File: config.mk
export PLATFORM = sky130hd
export DESIGN_NAME = fir_frame_feeder
export DESIGN_NICKNAME = d
export VERILOG_FILES = /design/src/rtl/fir_frame_feeder.sv
export SDC_FILE = /design/constraint.sdc
export NUM_CORES = 1
export LEC_CHECK = 0
export BUFFER_PORTS_ARGS = -buffer_cell sky130_fd_sc_hd__buf_4
export CAP_MARGIN = 5
export CORE_MARGIN = 2
export CORE_UTILIZATION = 60
export CTS_CLUSTER_DIAMETER = 120
export CTS_CLUSTER_SIZE = 20
export DETAILED_ROUTE_END_ITERATION = 8
export PLACE_DENSITY = 0.77
export SYNTH_ARGS = -nofsm -noshare
export SYNTH_HDL_FRONTEND = slang
export SYNTH_SLANG_ARGS = --single-unit
export TNS_END_PERCENT = 10
File: constraint.sdc
create_clock -name clk -period 4.05 [get_ports clk]
set_clock_uncertainty 0.2 [all_clocks]
set_input_delay 0.81 -clock clk [delete_from_list [all_inputs] [get_ports clk]]
set_output_delay 0.81 -clock clk [all_outputs]
set_load 0.01 [all_outputs]
File: src/rtl/fir_frame_feeder.sv
// rtl/fir_frame_feeder.sv - sample FIFO, frame pacing and result capture for a time-multiplexed FIR filter
module fir_frame_feeder #(
    parameter int WIDTH      = 24,
    parameter int TAPS       = 128,
    parameter int FIFO_DEPTH = 16
) (
    input  logic                          clk,
    input  logic                          rst,
    input  logic [WIDTH-1:0]              in_data,
    input  logic                          in_valid,
    output logic                          in_ready,
    input  logic                          flush,
    output logic [WIDTH-1:0]              fir_sig,
    output logic                          fir_ready,
    input  logic [WIDTH-1:0]              fir_result,
    output logic [WIDTH-1:0]              out_data,
    output logic                          out_valid,
    input  logic                          out_ready,
    output logic [$clog2(FIFO_DEPTH):0]   fifo_level
);

    localparam int PW = $clog2(TAPS);
    localparam int AW = $clog2(FIFO_DEPTH);
    localparam int LW = AW + 1;
    localparam logic [PW-1:0] LAST_PHASE = PW'(TAPS - 1);
    localparam logic [LW-1:0] FULL_LEVEL = LW'(FIFO_DEPTH);

    logic [WIDTH-1:0] mem [FIFO_DEPTH];
    logic [AW-1:0]    wr_ptr;
    logic [AW-1:0]    rd_ptr;
    logic [LW-1:0]    level;
    logic [PW-1:0]    phase;
    logic             primed;
    logic             cap_pend;
    logic             cap_live;

    logic empty;
    logic full;
    logic boundary;
    logic slot_free;
    logic launch;
    logic push;
    logic pop;

    assign empty      = (level == '0);
    assign full       = (level == FULL_LEVEL);
    assign boundary   = (phase == LAST_PHASE);
    assign in_ready   = !full;
    assign fifo_level = level;
    assign push       = in_valid && !full;

    // Before the first launch there is no real result to protect, so the slot is free.
    assign slot_free = !out_valid || out_ready || !primed;

    always_comb begin
        fir_ready = 1'b1;
        if (boundary) begin
            fir_ready = (!empty || flush) && slot_free;
        end
    end

    assign launch  = boundary && fir_ready;
    assign pop     = launch && !empty;
    assign fir_sig = empty ? '0 : mem[rd_ptr];

    always_ff @(posedge clk) begin
        if (push) begin
            mem[wr_ptr] <= in_data;
        end
    end

    always_ff @(posedge clk) begin
        if (rst) begin
            wr_ptr <= '0;
            rd_ptr <= '0;
            level  <= '0;
        end else begin
            if (push) begin
                wr_ptr <= wr_ptr + 1'b1;
            end
            if (pop) begin
                rd_ptr <= rd_ptr + 1'b1;
            end
            case ({push, pop})
                2'b10:   level <= level + 1'b1;
                2'b01:   level <= level - 1'b1;
                default: level <= level;
            endcase
        end
    end

    // phase tracks the filter's read index; it only ever stops at the frame boundary.
    always_ff @(posedge clk) begin
        if (rst) begin
            phase    <= LAST_PHASE;
            primed   <= 1'b0;
            cap_pend <= 1'b0;
            cap_live <= 1'b0;
        end else begin
            if (fir_ready) begin
                phase <= phase + 1'b1;
            end
            if (launch) begin
                primed <= 1'b1;
            end
            cap_pend <= launch;
            cap_live <= launch && primed;
        end
    end

    // The filter's result register moves on the launch edge, so capture one cycle later.
    always_ff @(posedge clk) begin
        if (rst) begin
            out_data  <= '0;
            out_valid <= 1'b0;
        end else if (cap_pend && cap_live) begin
            out_data  <= fir_result;
            out_valid <= 1'b1;
        end else if (out_valid && out_ready) begin
            out_valid <= 1'b0;
        end
    end

endmodule

# [Yosys cells after proc, flatten, opt, wreduce, memory -nomap -nowiden]
# Memory sizes are Yosys's and may differ from the RTL's. A register that Yosys moved wholly into a read port is not among the register bits.
# Cells that the tools add are included.
[classes] n_addsub=5 eq_ne=4 muxes=9 reduce_logical=17
[op_table] op="$mux W24" count=1
[op_table] op="$pmux W5 S2" count=1
[op_table] op="$add A4 B1 Y4 const B" count=2
[op_table] op="$mux W4" count=2
[op_table] op="$add A7 B1 Y7 const B" count=1
[op_table] op="$eq A7 B7 Y1 const B" count=1
[op_table] op="$logic_and A1 B1 Y1" count=7
[op_table] op="$add A5 B1 Y5 const B" count=1
[op_table] op="$eq A5 B5 Y1 const B" count=1
[op_table] op="$logic_not A5 Y1" count=1
[op_table] op="$mux W1" count=5
[op_table] op="$sub A5 B1 Y5 const B" count=1
[op_table] op="$logic_not A1 Y1" count=4
[op_table] op="$reduce_bool A2 Y1" count=2
[op_table] op="$logic_or A1 B1 Y1" count=3
[op_table] op="$eq A2 B1 Y1 const B" count=1
[op_table] op="$eq A2 B2 Y1 const B" count=1
[word_totals] reg_bits=48 ram_bits=384 inputBits=53 out_inout_bits=56 elab_cells=45 memories=1
[memory_table] name="mem" words=16 width=24 read_ports=1 rd_clocked_by_memory_dff=1 write_ports=1 line_no="28" source="logic [WIDTH-1:0] mem [FIFO_DEPTH];"

# [Logic depth before layout (Yosys ltp)]
# Gate-level depths: netlist of run 1.
[depth] word_depth=9 ltp_mapped=13

# [Worst setup path before layout of run 1]
# No wires, ideal clock.
[synth_path] path_kind="in2reg" start="input port in_valid" end="memory mem[3][0] (enable)" arrival_time_ns=3.158 required_time_ns=3.415 setup_slack_ns=0.257 cell_stages=3 cell_sequence="a21boi_1 > nand2_1 > nor3_1"
[synth_between] elab_chain_cells=3
[synth_rtl] item="start, declared" line_no="10" source="input logic in_valid,"
[synth_rtl] item="$logic_and A1 B1 Y1" line_no="50" source="assign push = in_valid && !full;"
[synth_rtl] item="$mux W1" line_no="67" source="if (push) begin"
[synth_rtl] item="$mux W1 (not written as such)" line_no="68" source="mem[wr_ptr] <= in_data;"
[synth_rtl] item="end, declared" line_no="28"
# Every way passes these cells.

==> results.cfg, run 1 <==
[drt]
drt-initial-drc-count = 903
vias = 8324
wirelength_um = 34000
drc = 0
vias_per_cell = 6.14
ant_nets = 0
wl_per_cell_um = 25.1
first_pass_iters = 5

[sta]
fin_ws_ns = 0.183
clock.fmax_ghz = 0.259
final-hold-violation-count = 0
setup_viol_count_final = 0
period_share = 0.955
slew_violations = 0
fin_tns_setup_ns = 0
slew_headroom = 0.482
grt_setup_unrepaired = false
post-route-min-period_ns = 3.87
worst_pin_slew_ns = 0.775

[logic_synthesis]
yosysTopAreaCellShare = 0.684
synth-compound-area-share = 0.0171
synth_xor_area_frac = 0.00572
synth_fa_ha_area_frac = 0.00594
synthArstFlopShare = 0
synth-seq-cells = 436
syn-cell-area_mm2 = 0.0168
synth.distinct_cells = 42
synth_top_family_by_area = multiplexers
ys_seq_area_frac = 0.746
synth_area_leader_cell = edfxtp_1
synth_ff_type = edfxtp_1
synth_cells = 840
synth_simple_gate_area_frac = 0.0466
syn_avg_cell_area_um2 = 20.1
synth.area.mux_share = 0.164
synth_nets = 901
synth_edf_count = 384
yosys_warnings = 0
yosys-top-cells-area = edfxtp_1 68%, mux4_2 16%, dfxtp_1 6.2%

[final_layout]
fill_cells = 1700
multi_input_area_mm2 = 0.00414
final-instance-count-excl-fill = 1355
area_delta_synth_final_pct = 13.4
fin_nets = 1029
diodes = 0
seqCellArea_mm2 = 0.0126
drive_gt1_frac = 0.327

[setup_path]
r2r_setup_slack_ns = 0.69
rr_worst_depth = 12
r2r_end = fifo_level[4]$_SDFFE_PP0P_
worstSetupEndpointType = output port
crit_arrival_ns = 2.86
start_kind = flop
max_stage_delay_ns = 0.55
worst_r2r_startpoint = fifo_level[1]$_SDFFE_PP0P_
cp_num_cells = 5
worstPathRequired_ns = 3.04
critPathMaxFanout = 40
critPathTopFamily = multiplexers
path_cells = buf_12 > mux4_2 > mux4_2 > nor2b_1 > buf_4
crit_top_cell = mux4_2
crit_type = reg2out
crit_buf_inv = 2
crit_slowest_cell = dfxtp_4
critPathCapture = fir_sig[12]

[grt]
grt_max_degree = 56
grt-ovfl-total = 0
antenna_found_initial = 0
grt_pass1_vias = 8365
gr-usage-all-layers = 0.236
grt_pass1_wl_um = 50700

[cts]
h-tree-depth = 1
clock_latency_ns = 0.54
cts_buffer_depth = 3
cts.sinks = 436
post-cts-setup-buffers = 0
cts_buffers = 25
cts.clk_slew.worst_paths_ns = 0.08
root_buffer = clkbuf_16
cts_tree = yes
hold_buffers = 0
post_cts_resized = 0

[die]
rows = 61
die_w_um = 172
die_h_um = 172
io_pins = 109
core_area_mm2 = 0.0277
initial_utilization = 0.608
dieArea_mm2 = 0.0294

[placed_design]
numPlacedInstances = 1319
io_buffers = 108
dp_hpwl_um = 20500
place_congestion = 0.792
post-place-ws_ns = 0.574

[power]
p_leak_uw = 0.00607
ir_worst_vdd_v = 0.000577
powerDensity_mw_per_mm2 = 540

[run]
cap_violations = 0

[min_path]
worstHoldPathType = reg2reg

[run_status]
status = completed
[worst min-delay path by stage]
| stage | from | to | slack [ns] | depth (start not counted) |
|---|---|---|---|---|
| 2_1_floorplan | primed$_SDFFE_PP0N_ | cap_live$_SDFF_PP0_ | 0.25 | 1 |
| 3_3_place_gp | out_data[21]$_SDFFE_PP0P_ | out_data[21]$_SDFFE_PP0P_ | 0.24 | 2 |
| 3_5_place_dp | out_data[22]$_SDFFE_PP0P_ | out_data[22]$_SDFFE_PP0P_ | 0.25 | 2 |
| 4_1_cts | out_data[22]$_SDFFE_PP0P_ | out_data[22]$_SDFFE_PP0P_ | 0.26 | 2 |
| 5_1_grt | out_data[22]$_SDFFE_PP0P_ | out_data[22]$_SDFFE_PP0P_ | 0.27 | 2 |
| 6_report | out_data[22]$_SDFFE_PP0P_ | out_data[22]$_SDFFE_PP0P_ | 0.26 | 2 |
[metal layers]
| metal | up-vias | GRT usage | routed length, µm |
|---|---|---|---|
| met5 | - | 0 | 0 |
| met4 | 0 | 0.0446 | 607 |
| met3 | 47 | 0.0315 | 2680 |
| met2 | 353 | 0.397 | 17000 |
| met1 | 4317 | 0.340 | 13800 |
| li1 | 3607 | - | - |
[sequential cells by signal (all words and copies together), names as in the netlist, 4 cells and up, named ones only]
register	cells
mem	384
rd_ptr	4
fifo_level	5
wr_ptr	4
out_data	24
phase	7
[power breakdown]
group | total [µW] | internal [µW] | switching, µW
combinational | 2570 | 1330 | 1240
clock | 2510 | 1200 | 1310
sequential | 5240 | 5060 | 173
total | 10300 | 7590 | 2730
[layout make-up]
class                   instances  share of cell area
multi-input cells             353               0.217
clock buffers                  34              0.0345
inverters                       4            0.000786
clock inverters                 2             0.00203
repair buffers                148              0.0627
flip-flops and latches        436               0.659
well taps                     378              0.0248
[worst reg2reg max path, stage by stage (launching register included)]
cell	delay (ns)
dfxtp_1	0.43
or4_4	0.62
nor2_4	0.11
or2_1	0.17
inv_2	0.08
ha_1	0.27
xor2_1	0.17
ha_1	0.23
nor2b_1	0.15
a32oi_1	0.22
nor2_1	0.08
a221oi_2	0.19
mux2_1	0.34
[cells in the final DEF, fill, tap and decap left out, types with 2 or more instances in the layout]
cell type,count
inv_1,3
nor2b_1,31
nor2_1,26
mux2_1,3
dfxtp_4,2
or2_1,2
xnor2_1,7
nand2_1,58
xor2_1,4
ha_1,8
clkbuf_1,9
nand3_1,3
nor3_1,4
mux2i_1,2
nor3_2,4
a21oi_1,32
dfxtp_1,49
edfxtp_1,384
mux4_2,120
and2_1,2
a31oi_1,3
nand2b_1,8
buf_4,141
nand4_1,2
a211oi_1,2
nor4_1,2
clkbuf_16,25
buf_12,7
a221oi_1,2
nand3b_1,3
nor2_4,13
[cell usage after synthesis (2+ instances only)]
cell      instances
nand2_1          58
nand3_1           3
nor2b_1          31
and2_1            2
mux2_1            3
a211oi_1          2
buf_6             6
nand2b_1          8
a31oi_1           3
nor3_1            8
buf_1             4
mux2i_1           2
or2_1             2
nand4_1           2
ha_1              8
xor2_1            4
nor4_1            2
xnor2_1           7
mux4_2          120
nor2_1           38
a221oi_1          2
dfxtp_1          52
buf_2            10
a21oi_1          32
nand3b_1          3
inv_1             3
edfxtp_1        384
clkbuf_1         27
[kinds of logic after synthesis]
kind of cell,Yosys count
and+or+nand+nor,163
muxes,125
AOI/OAI and AO/OA,46
buffers and inverters,51
xor gates and xnor gates,11
adders and majority gates,8
DFF,436
[per-stage QoR]
stage	util	hold slack (ns)	area, µm²	power (µW)
after detailed placement	0.664	0.247	18400	7920
after floorplan	-	0.254	16800	7040
after global routing	0.689	0.273	19100	10700
after global placement	0.664	0.242	18400	7880
final	0.689	0.258	19100	10300
after CTS	0.689	0.259	19100	10400
(Power assumes the default switching activity.)
==> run 2: changes to the inputs <==
Settings changed: CORE_UTILIZATION 60 to 25, PLACE_DENSITY 0.77 to 0.38.
==> results.cfg, run 2 (synthesis results as in run 1) <==
[run_status]
status = completed

[cts]
cts_buffers = 26
root_buffer = clkbuf_16
clock_latency_ns = 0.58
h-tree-depth = 1
hold_buffers = 0
cts_tree = yes
cts_buffer_depth = 3
cts.sinks = 436
cts.clk_slew.worst_paths_ns = 0.09

[die]
io_pins = 109
dieArea_mm2 = 0.0695
core_area_mm2 = 0.0669
die_h_um = 264
die_w_um = 264
initial_utilization = 0.252
rows = 95

[drt]
wirelength_um = 41800
ant_nets = 0
vias_per_cell = 4.40
drc = 0
wl_per_cell_um = 22.6
vias = 8125
drt-initial-drc-count = 618
first_pass_iters = 4

[setup_path]
worst_r2r_startpoint = fifo_level[1]$_SDFFE_PP0P_
path_cells = buf_12 > buf_4 > mux4_2 > mux4_2 > nor2b_1 > buf_4
max_stage_delay_ns = 0.52
crit_arrival_ns = 2.86
crit_slowest_cell = mux4_2
worstSetupEndpointType = output port
rr_worst_depth = 12
r2r_setup_slack_ns = 0.65
r2r_end = fifo_level[2]$_SDFFE_PP0P_
critPathMaxFanout = 15
start_kind = flop
worstPathRequired_ns = 3.04
crit_type = reg2out

[power]
swShare = 0.281
finalPower_uw = 10700
seq_power_share = 0.486
p_leak_uw = 0.00611
internal-power_uw = 7700
clkPwrFrac = 0.257
net-switching-power_uw = 3000
combPwrFrac = 0.257
ir_worst_vdd_v = 0.000307
powerDensity_mw_per_mm2 = 539

[sta]
fin_tns_setup_ns = 0
setup_viol_count_final = 0
clock.fmax_ghz = 0.259
slew_violations = 0
final-hold-violation-count = 0
grt_setup_unrepaired = false
hold_ws_ns = 0.257
slew_headroom = 0.419
worst_pin_slew_ns = 0.869
post-route-min-period_ns = 3.87
period_share = 0.955

[final_layout]
multi_input_area_mm2 = 0.00414
layout_common_cells = 384 x edfxtp_1, 129 x buf_4, 120 x mux4_2, 58 x nand2_1, 48 x dfxtp_1
drive_gt1_frac = 0.329
top_regs = mem (384), out_data (24), phase (7)
fill_cells = 6565
final-instance-count-excl-fill = 1847
area_delta_synth_final_pct = 17.9
fin_nets = 1027
stdcell_area_mm2 = 0.0199
diodes = 0
final_common_cell = edfxtp_1
top_register = mem
largest_reg_flops = 384
seqCellArea_mm2 = 0.0126

[placed_design]
dp_hpwl_um = 24300
io_buffers = 108
numPlacedInstances = 1811
postPlaceCellArea_mm2 = 0.0191
place_congestion = 0.714

[grt]
grt_pass1_vias = 8674
grt-ovfl-total = 0
grt_max_degree = 56
grt_pass1_wl_um = 62100
gr-usage-all-layers = 0.121
antenna_found_initial = 2

[min_path]
whs_endpoint = out_data[2]$_SDFFE_PP0P_
worstHoldPathType = reg2reg
hold_path_startpoint = out_data[2]$_SDFFE_PP0P_
min_path_cells = 2

[run]
cap_violations = 0
-- run 2: critical path, delay by kind of cell, from the launching register on --
kind / cells / cell delay, ns
buffers and inverters: 3 / 0.61
and+or+nand+nor: 1 / 0.15
muxes: 2 / 1.02
DFF: 1 / 0.49
-- run 2: worst max-delay path by stage --
stage	from	end	slack [ns]	cells past startpoint
floorplan	in_valid	mem[3][0]$_DFFE_PP_	0.26	3
global placement	out_ready	fifo_level[2]$_SDFFE_PP0P_	0.48	13
detailed placement	out_ready	fifo_level[2]$_SDFFE_PP0P_	0.48	13
CTS	flop	fir_sig[18]	0.03	5
global route	flop	fir_sig[9]	0.0007	6
finish	flop	fir_sig[9]	0.18	6
-- run 2: layout make-up --
class,instances,area share
sequential,436,0.633
inverter,4,0.000756
clock inverter,4,0.00441
tap,873,0.0550
timing repair buffer,145,0.0644
multi-input combinational,353,0.208
clock buffer,32,0.0339
-- run 2: metal layers --
layer / track usage / part of all wire / vias to the layer above
met4: 0.0241 / 0.017 / 2
met1: 0.163 / 0.44 / 4335
met3: 0.0189 / 0.044 / 38
met2: 0.207 / 0.50 / 154
li1: - / - / 3596
met5: 0 / 0.00019 / -
-- run 2: power groups by stage --
stage	Combinational [µW]	Clock, µW	Sequential (µW)
detailed placement	2870	0	5310
global placement	2870	0	5310
floorplan	1800	0	5240
finish	2750	2750	5210
global route	3030	3040	5240
CTS	2870	2910	5210
-- run 2: what timing repair did --
item / in CTS / in global routing
endpoints found under the setup margin: 0 / 5
buffers inserted: 0 / 0
gates resized for setup: 0 / 1
endpoints found under the hold margin: 0 / 0
-- run 2: per-stage QoR --
| step | worst slack [ns] | utilization |
|---|---|---|
| after floorplan | 0.257 | - |
| after global placement | 0.478 | 0.285 |
| after detailed placement | 0.479 | 0.285 |
| after CTS | 0.0314 | 0.297 |
| after global routing | 0.000687 | 0.297 |
| final | 0.182 | 0.297 |
